$ cat src/rtl/axil_elastic_buffer.sv
// Multi-entry valid/ready elastic buffer with registered in_ready, optional
// registered output stage, occupancy level, almost-full flag and synchronous flush.
module axil_elastic_buffer #(
  parameter int DATA_WIDTH        = 32,
  parameter int DEPTH             = 4,
  parameter int REGISTER_OUTPUT   = 1,
  parameter int ALMOST_FULL_LEVEL = DEPTH - 1
) (
  input  logic                         clk,
  input  logic                         rst,
  input  logic                         flush,
  input  logic                         in_valid,
  output logic                         in_ready,
  input  logic [DATA_WIDTH-1:0]        in_data,
  output logic                         out_valid,
  input  logic                         out_ready,
  output logic [DATA_WIDTH-1:0]        out_data,
  output logic [$clog2(DEPTH+1)-1:0]   level,
  output logic                         almost_full
);

  localparam int PTR_W = (DEPTH > 1) ? $clog2(DEPTH) : 1;
  localparam int LVL_W = $clog2(DEPTH + 1);
  localparam logic [LVL_W-1:0] LVL_ZERO = LVL_W'(0);
  localparam logic [LVL_W-1:0] LVL_ONE  = LVL_W'(1);
  localparam logic [LVL_W-1:0] LVL_FULL = LVL_W'(DEPTH);
  localparam logic [LVL_W-1:0] LVL_AF   = LVL_W'(ALMOST_FULL_LEVEL);
  localparam logic [PTR_W-1:0] PTR_ZERO = PTR_W'(0);
  localparam logic [PTR_W-1:0] PTR_ONE  = PTR_W'(1);

  logic [DATA_WIDTH-1:0] mem_r [DEPTH];
  logic [PTR_W-1:0]      wr_ptr_r;
  logic [PTR_W-1:0]      rd_ptr_r;
  logic [LVL_W-1:0]      level_r;
  logic [LVL_W-1:0]      level_nxt_s;
  logic                  in_ready_r;
  logic                  out_valid_r;
  logic                  almost_full_r;
  logic                  push_s;
  logic                  pop_s;

  // Flush must block a push in its own cycle, so it gates the registered ready.
  assign in_ready    = in_ready_r & ~flush;
  assign push_s      = in_valid & in_ready;
  assign pop_s       = out_valid_r & out_ready;
  assign out_valid   = out_valid_r;
  assign level       = level_r;
  assign almost_full = almost_full_r;

  // Next occupancy from the two handshakes.
  always_comb begin
    level_nxt_s = level_r;
    if (push_s && !pop_s) begin
      level_nxt_s = level_r + LVL_ONE;
    end else if (!push_s && pop_s) begin
      level_nxt_s = level_r - LVL_ONE;
    end else begin
      level_nxt_s = level_r;
    end
  end

  // Pointers, occupancy and the registered status flags derived from it.
  always_ff @(posedge clk) begin
    if (rst || flush) begin
      wr_ptr_r      <= PTR_ZERO;
      rd_ptr_r      <= PTR_ZERO;
      level_r       <= LVL_ZERO;
      out_valid_r   <= 1'b0;
      in_ready_r    <= 1'b1;
      almost_full_r <= 1'b0;
    end else begin
      if (push_s) begin
        wr_ptr_r <= wr_ptr_r + PTR_ONE;
      end
      if (pop_s) begin
        rd_ptr_r <= rd_ptr_r + PTR_ONE;
      end
      level_r       <= level_nxt_s;
      out_valid_r   <= (level_nxt_s != LVL_ZERO);
      in_ready_r    <= (level_nxt_s < LVL_FULL);
      almost_full_r <= (level_nxt_s >= LVL_AF);
    end
  end

  // Storage write; contents are deliberately left unreset.
  always_ff @(posedge clk) begin
    if (push_s && !rst) begin
      mem_r[wr_ptr_r] <= in_data;
    end
  end

  generate
    if (REGISTER_OUTPUT != 0) begin : gen_reg_out
      logic [DATA_WIDTH-1:0] out_data_r;
      logic [PTR_W-1:0]      rd_ptr_inc_s;

      assign rd_ptr_inc_s = rd_ptr_r + PTR_ONE;
      assign out_data     = out_data_r;

      // Head register: an empty buffer (or one whose only entry is leaving)
      // takes the incoming word; otherwise it takes the entry behind the head.
      always_ff @(posedge clk) begin
        if (rst || flush) begin
          out_data_r <= {DATA_WIDTH{1'b0}};
        end else if ((level_r == LVL_ZERO) || (pop_s && (level_r == LVL_ONE))) begin
          if (push_s) begin
            out_data_r <= in_data;
          end
        end else if (pop_s) begin
          out_data_r <= mem_r[rd_ptr_inc_s];
        end
      end
    end else begin : gen_mux_out
      assign out_data = mem_r[rd_ptr_r];
    end
  endgenerate

endmodule

$ cat config.mk
export PLATFORM = sky130hd
export DESIGN_NAME = axil_elastic_buffer
export DESIGN_NICKNAME = d
export VERILOG_FILES = /design/src/rtl/axil_elastic_buffer.sv
export SDC_FILE = /design/constraint.sdc
export NUM_CORES = 1
export LEC_CHECK = 0
export ABC_AREA = 1
export ABC_CLOCK_PERIOD_IN_PS = 3200
export CORE_ASPECT_RATIO = 1.25
export CORE_MARGIN = 4
export CORE_UTILIZATION = 29
export DETAILED_ROUTE_END_ITERATION = 10
export SYNTH_ARGS = -nofsm -noshare
export SYNTH_HDL_FRONTEND = slang
export SYNTH_SLANG_ARGS = --single-unit
$ cat constraint.sdc
create_clock -name clk -period 3.2 [get_ports clk]
set_input_delay 0.32 -clock clk [delete_from_list [all_inputs] [get_ports clk]]
set_output_delay 0.32 -clock clk [all_outputs]
set_load 0.01 [all_outputs]
Word level (Yosys, flattened, before mapping)
Memories as Yosys holds them, arrays and structs flattened.
Cells that the tools add are included.
{"block": "totals", "regBits": 42, "ramBits": 128, "word_cells": 40, "n_memories": 1}
{"memory": "mem_r", "words": 4, "word_bits": 32, "read_ports": 1, "rd_ports_with_merged_regs": 0, "wr": 1, "line_no": "31", "source": "logic [DATA_WIDTH-1:0] mem_r [DEPTH];"}
{"block": "op_classes", "add_sub_neg": 4, "order_cmp": 2, "n_eq_ne": 2, "muxes": 7, "bitwise": 4, "reduce_logical": 13}
{"op": "$mux 32", "count": 3}
{"op": "$mux 3", "count": 2}
{"op": "$add 2x1->2 const B", "count": 2}
{"op": "$logic_and 1x1->1", "count": 4}
{"op": "$add 3x1->3 const B", "count": 1}
{"op": "$and 1x1->1", "count": 3}
{"op": "$eq 3x1->1 const B", "count": 1}
{"op": "$ge 3x2->1 const B", "count": 1}
{"op": "$logic_not 1->1", "count": 3}
{"op": "$logic_not 3->1", "count": 1}
{"op": "$lt 3x3->1 const B", "count": 1}
{"op": "$reduce_bool 3->1", "count": 1}
{"op": "$sub 3x1->3 const B", "count": 1}
{"op": "$logic_or 1x1->1", "count": 2}
{"op": "$mux 1", "count": 2}
{"op": "$ne 2x2->1 const B", "count": 1}
{"op": "$reduce_and 2->1", "count": 1}
{"op": "$reduce_bool 2->1", "count": 1}
{"op": "$not 1->1", "count": 1}

Logic depth before layout (Yosys ltp)
Gate-level depths: netlist (run 1).
{"block": "logic_depth", "word_depth": 8, "mapped_depth": 12}

Least setup slack after synthesis (run 1)
OpenSTA, ideal clock, no wires.
{"block": "synth_timing", "path_type": "input to register", "from": "in flush", "to": "mem mem_r[0][0] (enable)", "setup_time_ns": 0.421, "arrival_ns": 2.197, "path_slack_ns": 0.581, "cell_stages": 4, "path_buffers": 0, "cell_sequence": "inv_1 > nand3_2 > or2_2 > nor2_1"}
{"block": "synth_between", "elab_chain_cells": 6}
{"item": "start: declaration", "line_no": "11", "source": "input logic flush,"}
{"item": "$not 1->1", "line_no": "43", "source": "assign in_ready = in_ready_r & ~flush;"}
{"item": "$and 1x1->1", "line_no": "43"}
{"item": "$and 1x1->1", "line_no": "44", "source": "assign push_s = in_valid & in_ready;"}
{"item": "$logic_and 1x1->1", "line_no": "87", "source": "if (push_s && !rst) begin"}
{"item": "$mux 1", "line_no": "87"}
{"item": "$mux 1 (implied by the code)", "line_no": "88", "source": "mem_r[wr_ptr_r] <= in_data;"}
{"item": "end: declaration", "line_no": "31"}
Every way passes these cells.

Final worst setup path (run 1)
{"block": "layout_timing", "from": "reg rd_ptr_r[0]", "to": "reg gen_reg_out.out_data_r[19], in the netlist out_data[19]"}
{"block": "layout_between", "elab_chain_cells": 4}
{"item": "start: declaration", "line_no": "33", "source": "logic [PTR_W-1:0] rd_ptr_r;"}
{"item": "start signal: assignment", "line_no": "76", "source": "rd_ptr_r <= rd_ptr_r + PTR_ONE;"}
{"item": "$add 2x1->2", "line_no": "97", "source": "assign rd_ptr_inc_s = rd_ptr_r + PTR_ONE;"}
{"item": "$mem_v2 4x32"}
{"item": "$mux 32", "line_no": "109", "source": "end else if (pop_s) begin"}
{"item": "$mux 32", "line_no": "105", "source": "end else if ((level_r == LVL_ZERO) || (pop_s && (level_r == LVL_ONE))) begin"}
{"item": "end signal: assignment", "line_no": "104", "source": "out_data_r <= {DATA_WIDTH{1'b0}};"}
{"item": "end signal: assignment", "line_no": "107", "source": "out_data_r <= in_data;"}
{"item": "end signal: assignment", "line_no": "110", "source": "out_data_r <= mem_r[rd_ptr_inc_s];"}
{"item": "end: declaration", "line_no": "94", "source": "logic [DATA_WIDTH-1:0] out_data_r;"}
Every way passes these cells. The select of a mux whose other input is x is not followed.
A chain may end at the register's enable or synchronous reset.

==> flow_summary.yaml, run 1 <==
sta:
  worstMarginPinSlew_ps: 729
  setup_viol: 0
  finalMaxSlewViolations: 0
  rsz0062_at_grt: "false"
  fin_crit_sh_pct: 67.5
  period_minus_slack_ps: 2160
  timing.final.hold_violations: 0
  fmax_ghz: 0.463
  clock_skew_ps: 12.6
  tns_ps: 0
  max_slew_margin_pct: 51.4
critical_path:
  crit_type: "reg -> reg"
  slowest_delay_ps: 570
  crit_chain: "inv_6 -> nand2_4 -> nand2_2 -> nand2_1 -> nand2_1 -> nand2_1 -> nand3_1 -> nand2_1 -> nor2_1"
  cp_common_cell: "nand2_1"
  crit_required_ps: 3520
  cp.arrival_ps: 2480
  worstSetupEndpointType: "flip-flop"
  path_max_fanout: 34
  slowest_stage: "dfxtp_2"
  start_kind: "flip-flop"
synthesis:
  synth-compound-area-share_pct: 0.866
  syn_avg_cell_area_um2: 9.40
  yosys_warnings: 0
  async_flop_share_pct: 0
  mappedNetlistNets: 814
  synth_seq_cells: 170
  ys.flop_type: "edfxtp_1"
  synth_top_family_by_area: "simple AND/OR/NAND/NOR gates"
  synth_edf_count: 128
  synthMuxAreaShare_pct: 0
  syn_inst: 769
  synth_simple_gate_area_share_pct: 28.1
  ys_top_cells_by_count: "nand2_1 (399), edfxtp_1 (128), nor2_1 (70), nand3_1 (44), dfxtp_1 (42)"
  netlist-cell-type-count: 23
  synth_top_area_share_pct: 53.2
  synth_xor_area_share_pct: 0.121
  syn_area_um2: 7230
  yosys.area.top_type: "edfxtp_1"
  synth_area_leaders: "edfxtp_1 (53%), nand2_1 (21%), dfxtp_1 (12%)"
  yosysMostFrequentCell: "nand2_1"
  yosys.area_share.adder_pct: 1.39
  seq_area_frac_synth_pct: 64.8
power_and_ir_drop:
  p_leak_nw: 3.62
  power.density_nw_per_um2: 547
  max-vdd-ir-drop_mv: 0.428
cells_and_area:
  n_fill_cell: 2503
  seq_area_um2: 4690
  antenna_cells: 0
  area_growth_pct: 23.1
  finalNetCount: 884
  stdcell_area_um2: 8900
  multi_input_area_um2: 2240
  drive_gt1_share_pct: 7.04
global_route:
  grt_pass1_wl_mm: 25.9
  grt_usage_pct: 12.0
  grt_overflow: 0
  grt_max_degree: 67
  grt_pass1_vias: 4965
  antenna_found_initial: 1
die:
  die_area_um2: 27500
  ios: 75
  dieWidth_um: 149
  die_y_um: 184
  core_area_um2: 24500
  num_rows: 64
  initial_core_util_pct: 29.5
outcome:
  outcome: "finished clean"
job:
  maxCapViolCount: 0
detailed_routing:
  drt_first_pass_iters: 4
  drt_wl_total_mm: 16.1
  drt-initial-drc-count: 272
  drtAntennaViolNets: 0
  vias: 5045
  viasPerCell: 4.27
  wl_per_cell_um: 13.6
  drc: 0
clock_network:
  cts_resized: 0
  root_buffer: "clkbuf_16"
  clkLatencyLatePin_ps: 420
  cts_tree: "built"
  cts_buffers: 17
  post-cts-setup-buffers: 0
  clkTransAtPathRegs_ps: 70
  cts_sinks: 170
  cts_buffer_depth: 2
  htree_levels: 4
  postCtsHoldBufs: 0
min_path:
  hp-class: "reg -> reg"
placed_design:
  dpl.hpwl_mm: 10.0
  placed_cell_area_um2: 8300
  gp_congestion: 0.734
  portBuffers: 74
==> state kept, by name, summed over array words and instances, names as in the netlist <==
register,cells
out_valid,1
wr_ptr_r,2
out_data,32
level,3
mem_r,128
almost_full,1
rd_ptr_r,2
in_ready_r,1
==> per-layer routing <==
| metal | vias to the layer above | track usage, % | part of all wire (%) |
|---|---|---|---|
| li1 | 2601 | - | - |
| met1 | 2354 | 14.3 | 43 |
| met2 | 75 | 21.5 | 51 |
| met3 | 13 | 2.43 | 4.6 |
| met4 | 2 | 4.10 | 1.2 |
| met5 | - | 0 | 0.075 |
==> layout by cell type, fill, tap and decap left out, types with 4 or more instances in the layout <==
cell type	n
nor2_1	65
edfxtp_1	128
inv_1	21
inv_6	6
ha_1	8
nand3_1	44
dfxtp_1	41
nor2_4	5
clkbuf_16	17
nand2_1	399
clkdlybuf4s50_1	74
o21ai_0	4
a21oi_1	4
buf_4	11
==> cells by family (layout without fill, tap and decap cells) <==
group | count (synthesis) | count (layout)
adder cells (fa/ha/maj) | 8 | 8
XOR/XNOR | 1 | 1
AND/OR/NAND/NOR | 519 | 519
flip-flops | 170 | 170
buffers and inverters | 60 | 143
AO/OA/AOI/OAI | 11 | 11
==> report_power, final <==
group	total (W)	switching, W	internal [W]
Combinational	0.000368	0.000218	0.000150
Clock	0.00207	0.000879	0.00119
Sequential	0.00242	0.0000177	0.00241
==> critical path: cells and delay by family, from the launching register on <==
kind,cells,cell delay [ps]
and+or+nand+nor,8,1430
buffers and inverters,1,50
DFF,1,570
==> final timing paths <==
kind | start | to | slack [ps] | depth (start not counted)
setup / recovery | rd_ptr_r[0] | out_data[19] | 1040 | 9
hold reg to reg | out_data[7] | out_data[7] | 490 | 2
setup reg to reg | rd_ptr_r[0] | out_data[19] | 1040 | 9
hold / removal | out_data[7] | out_data[7] | 490 | 2
==> per-stage QoR <==
step	power, W	hold slack, ps	std cells	utilization (%)	setup WS (ps)
after floorplan	0.00268	419	769	-	581
after global routing	0.00507	510	1182	36.3	738
after detailed placement	0.00285	479	1150	33.9	718
after CTS	0.00492	490	1182	36.3	958
after global placement	0.00285	466	1150	33.9	723
final	0.00486	486	1182	36.3	1040
==> final cells by class <==
type                            instances  share of cell area (%)
Sequential cell                       170                    52.7
Timing Repair Buffer                   87                    9.70
Multi-Input combinational cell        539                    25.2
Clock inverter                         14                    1.80
Inverter                               24                    1.07
Clock buffer                           18                    4.94
Tap cell                              330                    4.64
No activity file was read; power rests on OpenSTA's default activity.
==> run 2, diff against run 1 <==
--- a/config.mk
+++ b/config.mk
@@ -6,7 +6,7 @@
 export NUM_CORES = 1
 export LEC_CHECK = 0
 export ABC_AREA = 1
-export ABC_CLOCK_PERIOD_IN_PS = 3200
+export ABC_CLOCK_PERIOD_IN_PS = 1800
 export CORE_ASPECT_RATIO = 1.25
 export CORE_MARGIN = 4
 export CORE_UTILIZATION = 29
==> constraint.sdc (replaced) <==
create_clock -name clk -period 1.8 [get_ports clk]
set_input_delay 0.18 -clock clk [delete_from_list [all_inputs] [get_ports clk]]
set_output_delay 0.18 -clock clk [all_outputs]
set_load 0.01 [all_outputs]
==> flow_summary.yaml, run 2 (same netlist as run 1, synthesis figures left out) <==
clock_network:
  cts_buffer_depth: 2
  htree_levels: 4
  root_buffer: "clkbuf_16"
  cts_buffers: 17
  cts_tree: "built"
  clkTransAtPathRegs_ps: 70
  clkLatencyLatePin_ps: 410
  cts_sinks: 170
outcome:
  outcome: "finished clean"
sta:
  finalMaxSlewViolations: 0
  rsz0062_at_grt: "false"
  fmax_ghz: 0.599
  max_slew_margin_pct: 71.5
  setup_viol: 0
  timing.final.hold_violations: 0
  fin_crit_sh_pct: 92.7
  period_minus_slack_ps: 1670
  timing.hold.ws_ps: 393
  worstMarginPinSlew_ps: 428
  clock_skew_ps: 9.55
die:
  die_area_um2: 27500
  core_area_um2: 24500
  num_rows: 64
  die_y_um: 184
  ios: 75
  dieWidth_um: 149
  initial_core_util_pct: 29.5
critical_path:
  cp.arrival_ps: 1490
  path_max_fanout: 6
  crit_required_ps: 1620
  crit_type: "reg -> out"
  worstSetupEndpointType: "output port"
  cp_top_family: "buffers and inverters"
  crit_chain: "clkdlybuf4s50_1"
  slowest_delay_ps: 600
  start_kind: "flip-flop"
  slowest_stage: "clkdlybuf4s50_1"
  worst-path-buf-inv: 1
detailed_routing:
  vias: 5115
  drt_wl_total_mm: 16.4
  drt-initial-drc-count: 280
  drtAntennaViolNets: 0
  drt_first_pass_iters: 4
  wl_per_cell_um: 13.7
  viasPerCell: 4.27
  drc: 0
cells_and_area:
  finalNetCount: 901
  layout_commonest_cell: "nand2_1"
  final_cell_mix: "nand2_1 (399), edfxtp_1 (128), clkdlybuf4s50_1 (74), nor2_1 (65), nand3_1 (44)"
  final_util_pct: 37.6
  largest_reg_flops: 128
  antenna_cells: 0
  regMostFlops: "mem_r"
  area_growth_pct: 27.4
  drive_gt1_share_pct: 9.09
power_and_ir_drop:
  p_leak_nw: 3.76
  p_total_w: 0.00903
  power.density_nw_per_um2: 981
  max-vdd-ir-drop_mv: 0.632
global_route:
  grt_max_degree: 41
  grt_pass1_wl_mm: 26.8
  grt_pass1_vias: 5133
  grt_usage_pct: 12.5
  antenna_found_initial: 0
  grt_overflow: 0
placed_design:
  dpl.hpwl_mm: 10.9
  portBuffers: 74
  gp_congestion: 0.717
job:
  maxCapViolCount: 0
min_path:
  hp-class: "in -> reg"
==> run 2: worst register-to-register path, cell delays in order, from the launching register on <==
cell and delay (ps):
dfxtp_2 370, inv_1 80, ha_1 190, inv_1 80
nand2_1 90, nand2_2 120, inv_1 90, buf_12 170
nand2_1 60, nand3_1 120, nand2_1 80, nor2_1 40
==> run 2: final cells by class <==
cell class                 instances  area (µm²)
sequential                       170        4690
fill                            2493       15300
clock inverter                    14         219
inverter                          24        95.1
multi-input combinational        539        2250
tap                              330         413
timing repair buffer             104        1120
clock buffer                      18         429
==> run 2: routing by layer <==
metal / vias up / GRT usage (%) / wire [µm]
li1: 2638 / - / -
met1: 2369 / 14.8 / 6930
met5: - / 0 / 0
met3: 16 / 2.63 / 582
met2: 92 / 22.5 / 8610
met4: 0 / 4.18 / 314
==> run 2: per-stage QoR <==
stage	area, µm²	worst slack (ps)	std cells	TNS [ps]
after floorplan	7240	-267	769	-34190
after global placement	8550	-61.9	1167	-6090
after detailed placement	8550	-65.5	1167	-6110
after CTS	9200	80.0	1199	0
after global routing	9210	12.1	1199	0
final	9210	131	1199	0
==> run 2: final timing paths <==
path	startpoint	to	slack (ps)	cells past startpoint
setup / recovery	level[2]	level[2]	130	1
hold / removal	in_valid	wr_ptr_r[1]	390	3
setup reg to reg	level[0]	out_data[15]	200	11
hold reg to reg	out_data[31]	out_data[31]	480	2
==> run 2: repair_timing <==
action,CTS,global route
setup buffers,0,0
resized for setup,0,3
endpoints found under the setup margin,0,13
hold buffers,0,0
==> run 2: power breakdown <==
| part | switching (W) | internal [W] | total [W] |
|---|---|---|---|
| logic | 0.000407 | 0.000309 | 0.000716 |
| registers | 0.0000297 | 0.00428 | 0.00431 |
| clock network | 0.00152 | 0.00248 | 0.00401 |
| total | 0.00196 | 0.00707 | 0.00903 |
==> edit: new RTL, flow settings as in run 1 <==
The parameter `REGISTER_OUTPUT` goes from 1 to 0.
--- a/src/rtl/axil_elastic_buffer.sv
+++ b/src/rtl/axil_elastic_buffer.sv
@@ -4,5 +4,5 @@
   parameter int DATA_WIDTH        = 32,
   parameter int DEPTH             = 4,
-  parameter int REGISTER_OUTPUT   = 1,
+  parameter int REGISTER_OUTPUT   = 0,
   parameter int ALMOST_FULL_LEVEL = DEPTH - 1
 ) (
Behaviour: not the same (Yosys sat finds a counterexample within 4 cycles, from zero or initial values).
==> edit against run 1 <==
Fmax down 22%; area after synthesis down 26%; sequential power down 16%; utilization up 2.0 points; final area down 22%; non-clock buffer count down 3; setup slack worse by 610 ps; global-route usage down 0.47 points; die area down 25%; routed wire length down 29%; sequential cell count down 30; total power down 17%; count of clock-buffer cells in the layout up 5; sequential share of layout area up 6.4 points; largest cell class unchanged.
==> edit: results (changes against run 1) <==
The proportion of synthesized chip area in sequential cells is 0.7687 (+0.1205). Ranked by instance count, the synthesized netlist is headed by sky130_fd_sc_hd__edfxtp_1, sky130_fd_sc_hd__nor2_1, sky130_fd_sc_hd__o21ai_0. The half-perimeter wire length of the detailed placement result came out at 7.408 mm (-26%).

The clock-pin slew on the worst setup and hold paths is 50 ps (-20 ps). The top routing layer in use is met4. The amount of wire on met2 after detailed routing is 5.994 mm (-27%).

The count of different cell masters after synthesis is 21 (-8.7%). The number of global-route vias before repair is 3500 (-30%). The total track usage came to 0.1152 (-0.004713). The power spent charging and discharging nets is 0.7658 mW (-31%). The detailed router's first-iteration violation count was 133 (-51%).

The leakage power summed over all cells came out at 2.390 nW (-34%). The peak supply drop is 0.3266 mV (-24%). The met1 track demand over resource is 0.1373 (-0.005630). The remaining max-slew budget at the tightest pin is 0.6038 (+0.08988). The routed length on met1 is 4.936 mm (-29%).

By area the synthesized netlist is led by sky130_fd_sc_hd__edfxtp_1, sky130_fd_sc_hd__nor2_1, sky130_fd_sc_hd__dfxtp_1. The flow ran to the end, and the final reports show no timing, DRC or antenna violations. The met3 track demand over resource in global routing is 0.03591 (+0.01156). The synthesized netlist net count is 434 (-47%). The total clock network power was 1.79 mW (-14%). The critical-path maximum fanout came out at 39 (+15%). The global routing usage on met2 came out at 0.1986 (-0.01631). The fraction of final layout cells sized beyond drive strength 1 is 0.1004 (+0.02999). The number of cell instances on the worst register-to-register path is 4 (-5). The part of the power in combinational logic is 0.050 (-0.026).

The arrival time at the worst endpoint came to 2450 ps (-30 ps). The insertion delay of the later-clocked pin in the worst-skew pair is 400 ps (-20 ps). The largest net degree at the start of global routing came out at 45 (-33%). The average vias per placed instance was 4.513 (+5.7%). The global-route wire length before repair is 18.51 mm (-29%). The final-stage net count is 518 (-41%).
-- edit: cell count changes after synthesis, sizes merged --
cell           run 1  this run
nand2            403        20
o21ai              6        68
nand3             45         7
o22ai              0        32
dfxtp             42        12
buf               33        11
clkbuf             3         8
inv               24        20
ha                 8         6
nor2              70        72
o211ai             1         0
xor2               1         2
-- edit: final cells by class --
cell class                 count  area, sq um
sequential                   140         4085
clock inverter                 9        96.34
fill                        1744        11110
multi-input combinational    212         1097
inverter                      20        75.07
timing repair buffer          84        828.3
tap                          228        285.3
clock buffer                  23        447.9
-- edit: metrics by stage --
stage,setup slack [ps],std cells,cell area (sq um),power [mW],util
6_report,426.2,716,6915,4.022,0.3836
4_1_cts,369.3,716,6915,4.071,0.3836
3_5_place_dp,680.7,684,6371,2.270,0.3534
2_1_floorplan,694.9,391,5313,2.137,-
3_3_place_gp,723.1,684,6371,2.266,0.3534
5_1_grt,178.6,716,6915,4.164,0.3836
-- edit: critical path, cell delays in order, from the launching register on --
cell and delay [ps]:
sky130_fd_sc_hd__dfxtp_2 600, sky130_fd_sc_hd__buf_4 430, sky130_fd_sc_hd__o21ai_0 160, sky130_fd_sc_hd__o22ai_1 260
sky130_fd_sc_hd__clkdlybuf4s50_1 600
-- edit: final timing paths --
kind	startpoint	endpoint	slack (ps)
hold / removal	rd_ptr_r[0]	rd_ptr_r[0]	480
hold reg to reg	rd_ptr_r[0]	rd_ptr_r[0]	480
setup / recovery	flop	out_data[31]	430
setup reg to reg	in_ready_r	mem_r[0][29]	1230
-- edit: cell families after synthesis --
logic type	count (synthesis)	share of synthesized area
buffers and inverters	39	0.03038
AO/OA/AOI/OAI	104	0.1055
AND/OR/NAND/NOR	100	0.07795
adder cells (fa/ha/maj)	6	0.01413
flip-flops	140	0.7687
XOR/XNOR	2	0.003298
